## src/rtl/ezm_seq.sv

```systemverilog
// ezm_seq: program store and sequencer feeding 6-bit instructions to the ezm_cpu.
// Latency: first instruction issues the cycle after run is sampled, then one per clk.
// Backpressure: wr_ready drops outside IDLE or when the store is full; optional
//   EZM_SEQ_STEP_EN macro adds a step input that gates issue and pc advance.
module ezm_seq #(
  parameter int DEPTH = 16,
  parameter int AW    = 4
) (
  input  logic          clk,
  input  logic          rst_n,
`ifdef EZM_SEQ_STEP_EN
  input  logic          step,
`endif
  input  logic          wr_valid,
  input  logic [5:0]    wr_data,
  output logic          wr_ready,
  input  logic          run,
  input  logic          clr,
  input  logic          br_taken,
  input  logic [7:0]    br_off,
  output logic [5:0]    instr_o,
  output logic          instr_valid,
  output logic [AW-1:0] pc_o,
  output logic [AW:0]   count_o,
  output logic          busy,
  output logic          done
);

  typedef enum logic [1:0] {
    ST_IDLE = 2'd0,
    ST_RUN  = 2'd1,
    ST_DONE = 2'd2
  } state_t;

  localparam logic [AW:0] DEPTH_W = (AW+1)'(DEPTH);

  state_t          state_q, state_d;
  logic [AW-1:0]   pc_q, pc_d;
  logic [AW:0]     cnt_q, cnt_d;
  logic [5:0]      mem_q [DEPTH];

  logic            adv;
  logic            wr_fire;
  logic [AW:0]     cnt_wr;
  logic [AW-1:0]   target;
  logic [AW:0]     pc_inc_w;
  logic            unused_br;

  // Only the low AW offset bits matter; the target wraps modulo DEPTH.
  assign unused_br = ^br_off[7:AW];

`ifdef EZM_SEQ_STEP_EN
  assign adv = step;
`else
  assign adv = 1'b1;
`endif

  assign wr_ready = (state_q == ST_IDLE) && (cnt_q < DEPTH_W);
  assign wr_fire  = wr_valid && wr_ready;
  assign cnt_wr   = cnt_q + (AW+1)'(wr_fire);
  assign target   = pc_q - br_off[AW-1:0];
  assign pc_inc_w = {1'b0, pc_q} + (AW+1)'(1);

  // Next-state logic; clr overrides run, writes and branches.
  always_comb begin
    state_d = state_q;
    pc_d    = pc_q;
    cnt_d   = cnt_q;
    if (clr) begin
      state_d = ST_IDLE;
      pc_d    = '0;
      cnt_d   = '0;
    end else begin
      case (state_q)
        ST_IDLE: begin
          cnt_d = cnt_wr;
          // A word written this cycle already counts toward the program.
          if (run && (cnt_wr != '0)) begin
            state_d = ST_RUN;
            pc_d    = '0;
          end
        end
        ST_RUN: begin
          if (adv) begin
            if (br_taken) begin
              if ({1'b0, target} < cnt_q) begin
                pc_d = target;
              end else begin
                state_d = ST_DONE;
              end
            end else begin
              pc_d = pc_q + AW'(1);
              if (pc_inc_w == cnt_q) begin
                state_d = ST_DONE;
              end
            end
          end
        end
        ST_DONE: begin
          if (run) begin
            state_d = ST_RUN;
            pc_d    = '0;
          end
        end
        default: begin
          state_d = ST_IDLE;
          pc_d    = '0;
        end
      endcase
    end
  end

  // State, pc and count registers with asynchronous reset.
  always_ff @(posedge clk or negedge rst_n) begin
    if (!rst_n) begin
      state_q <= ST_IDLE;
      pc_q    <= '0;
      cnt_q   <= '0;
    end else begin
      state_q <= state_d;
      pc_q    <= pc_d;
      cnt_q   <= cnt_d;
    end
  end

  // Program store write; contents are not reset and are don't-care after clr.
  always_ff @(posedge clk) begin
    if (wr_fire && !clr) begin
      mem_q[cnt_q[AW-1:0]] <= wr_data;
    end
  end

  assign instr_valid = (state_q == ST_RUN) && adv;
  assign instr_o     = instr_valid ? mem_q[pc_q] : 6'b000000;
  assign pc_o        = pc_q;
  assign count_o     = cnt_q;
  assign busy        = (state_q == ST_RUN);
  assign done        = (state_q == ST_DONE);

endmodule

```

## config.mk

```make
export PLATFORM = sky130hd
export DESIGN_NAME = ezm_seq
export DESIGN_NICKNAME = d
export VERILOG_FILES = /design/src/rtl/ezm_seq.sv
export SDC_FILE = /design/constraint.sdc
export NUM_CORES = 1
export LEC_CHECK = 0
export CAP_MARGIN = 30
export CORE_MARGIN = 1
export CORE_UTILIZATION = 35
export CTS_BUF_LIST = sky130_fd_sc_hd__clkbuf_8
export DETAILED_ROUTE_END_ITERATION = 8
export MAX_ROUTING_LAYER = met4
export PLACE_DENSITY = 0.63
export SLEW_MARGIN = 20
export SYNTH_ARGS = -nofsm -noshare
export SYNTH_HDL_FRONTEND = slang
export SYNTH_SLANG_ARGS = --single-unit
```

## constraint.sdc

```tcl
create_clock -name clk -period 6.4 [get_ports clk]
set_clock_uncertainty 0.1 [all_clocks]
set_input_delay 1.28 -clock clk [delete_from_list [all_inputs] [get_ports clk]]
set_output_delay 1.28 -clock clk [all_outputs]
set_load 0.05 [all_outputs]
```

==> reports/summary.json <==
{
  "final_layout": {
    "finalNetCount": 354,
    "areaGrowthSynthToFinish_pct": 15.1,
    "nFillCells": 1233,
    "post-route-cell-area_um2": 5480,
    "total_inserted_antenna_cells": 0,
    "layout-drive-gt1-share": 0.177
  },
  "clock_tree": {
    "clkLatencyLatePin_ps": 360,
    "post_cts_resized": 0,
    "clk_sinks": 107,
    "cts_max_path_buffers": 2,
    "h-tree-depth": 3,
    "clkTransAtPathRegs_ps": 100,
    "cts_hold_repair.buffers": 0,
    "cts.repair_timing.setup_buffer_count": 0,
    "tritoncts": "built",
    "cts_inserted_buffers": 9,
    "clockRootBuffer": "sky130_fd_sc_hd__clkbuf_8"
  },
  "global_route": {
    "grt_pass1_wl_um": 15200,
    "grtUsageTotal": 0.152,
    "pin_count_of_the_biggest_net_entering_global_routing": 20,
    "number_of_antenna_violations_at_the_first_check_in_global_routing": 0,
    "first_global_vias": 2629,
    "grt-ovfl-total": 0
  },
  "sta": {
    "grt_setup_unrepaired": "no",
    "timing.final.setup_violations": 0,
    "timing.final.max_slew_violations": 0,
    "finalSetupTns_ps": 0,
    "finalCriticalPeriod_ps": 4610,
    "timing.slew.headroom": 0.382,
    "max_freq_ghz": 0.217,
    "fin_crit_sh": 0.720,
    "max_slew.worst_pin.slew_ps": 920,
    "hold_viol": 0
  },
  "synthesis": {
    "synthMostInstantiatedCell": "sky130_fd_sc_hd__edfxtp_1",
    "postSynth.topFlopCell": "sky130_fd_sc_hd__edfxtp_1",
    "synth.lib_cells_used.distinct": 40,
    "yosys_register_bits": 107,
    "synth_common_cells": "sky130_fd_sc_hd__edfxtp_1 (96), sky130_fd_sc_hd__mux4_2 (30), sky130_fd_sc_hd__nor2_1 (21)",
    "seq_area_frac_synth": 0.663,
    "synth.net_count": 319,
    "number_of_standard_cells_after_synthesis": 289,
    "yosys.area.top_type_share": 0.605,
    "synthTopCellsByArea": "sky130_fd_sc_hd__edfxtp_1 (61%), sky130_fd_sc_hd__mux4_2 (14%), sky130_fd_sc_hd__dfrtp_1 (5.8%), sky130_fd_sc_hd__ha_1 (2.4%), sky130_fd_sc_hd__nor2_1 (1.7%)",
    "syn_avg_cell_area_um2": 16.5,
    "postSynth.asyncResetShare": 0.103,
    "yosys_warning_count": 0,
    "netlist_area_um2": 4760,
    "synth_top_area_cell": "sky130_fd_sc_hd__edfxtp_1",
    "synth_edf_count": 96
  },
  "routing": {
    "detailedRoute.firstIterationViolations": 233,
    "wl_um": 9810,
    "vias": 2602,
    "drt-vias-per-instance": 5.16,
    "final_antenna_net_count": 0,
    "drc_errors": 0,
    "routed_wire_length_per_instance_um": 19.5,
    "first_pass_iteration_count_of_the_detailed_router": 4
  },
  "pwr": {
    "leakage_nw": 1.77,
    "vdd_drop_max_mv": 0.124,
    "pwr_density_cell_nw_per_um2": 358
  },
  "floorplanning": {
    "ioPinCount": 39,
    "die_height_um": 119,
    "initial_utilization": 0.360,
    "die-area_um2": 14100,
    "core_area_um2": 13200,
    "die_width_um": 119,
    "floorplan.rows": 42
  },
  "setup_path": {
    "end_kind": "output pin",
    "arr_time_crit_path_ps": 3230,
    "worstSetupPathType": "reg2out",
    "cp_data_required_time_ps": 5020,
    "reg2reg_depth": 12,
    "critical_path.startpoint_type": "register",
    "worst_path_maximum_fanout": 16
  },
  "placement": {
    "gp_congestion": 0.802,
    "placed_cell_area_um2": 5280,
    "dpl.hpwl_um": 6910,
    "port_buffers": 34
  },
  "job": {
    "drv.max_cap_violation_count": 0
  },
  "run_status": {
    "outcome": "complete, no violations"
  },
  "min_path": {
    "hold-path-cell-count": 2,
    "worst_hold_path_type": "reg2reg"
  }
}
-- report_power, final --
group          switching (mW)  total [mW]  internal, mW
sequential             0.0745       0.860         0.786
combinational           0.392       0.717         0.325
clock                   0.235       0.384         0.149
total                   0.702        1.96          1.26
-- layout by cell type (no fill, tap or decap), drive strengths merged, types with 2 or more instances in the layout --
cell type	instances
nor3	12
nand3	6
nor2	21
clkbuf	11
mux2i	2
and2	6
nor2b	3
xnor2	8
edfxtp	96
nand2	16
mux4	30
clkinv	2
a21oi	6
clkdlybuf4s50	34
mux2	2
o211ai	2
inv	14
buf	5
dfrtp	11
ha	9
o21ai	11
nand2b	2
xor2	5
-- metrics by stage --
step	instances	total power [mW]	setup WS (ps)	util	hold slack [ps]
3_5_place_dp	486	1.60	1530	0.399	589
3_3_place_gp	484	1.57	1560	0.396	570
6_report	504	1.96	1790	0.414	602
4_1_cts	501	1.99	1730	0.413	604
5_1_grt	504	2.06	1630	0.414	664
2_1_floorplan	289	1.39	2280	-	511
-- flip-flops by register name (all words and copies together), names as in the netlist --
register / count
pc_o: 4
state_q: 2
count_o: 5
mem_q: 96
-- cell type report --
type	count	area, um^2	area share
sequential	107	3160	0.576
multi-input combinational	154	1470	0.268
timing repair buffer	41	405	0.0740
tap	176	220	0.0402
clock buffer	9	124	0.0226
clock inverter	6	61.3	0.0112
inverter	11	41.3	0.00753
-- final timing paths --
kind                         start          to  slack [ps]
setup / recovery           pc_o[0]  instr_o[5]        1790
hold / removal             pc_o[2]     pc_o[2]         600
setup reg to reg           pc_o[1]  state_q[0]        2510
hold reg to reg            pc_o[2]     pc_o[2]         600
max in group asynchronous    rst_n     pc_o[0]        4620
min in group asynchronous    rst_n     pc_o[3]        1180
-- metal layers --
| metal | wire length, um | share of wire | GRT usage |
|---|---|---|---|
| met5 | 0 | 0 | - |
| met4 | 122 | 0.012 | 0.0332 |
| met3 | 567 | 0.058 | 0.0376 |
| met2 | 4840 | 0.49 | 0.243 |
| met1 | 4270 | 0.44 | 0.195 |
-- worst max-delay path, cell delays in order (launching register included) --
cell and delay (ps):
sky130_fd_sc_hd__dfrtp_2 680, sky130_fd_sc_hd__buf_12 250, sky130_fd_sc_hd__mux4_2 560, sky130_fd_sc_hd__mux4_2 470
sky130_fd_sc_hd__and2_1 200, sky130_fd_sc_hd__clkdlybuf4s50_1 700
-- cells by family after synthesis --
| family | Yosys count | synth area share |
|---|---|---|
| xor gates and xnor gates | 13 | 0.0239 |
| muxes | 34 | 0.151 |
| and+or+nand+nor | 70 | 0.0694 |
| adders and majority gates | 10 | 0.0278 |
| AOI/OAI and AO/OA | 27 | 0.0368 |
| buffers and inverters | 28 | 0.0284 |
| DFF | 107 | 0.663 |
(Power assumes the default switching activity.)
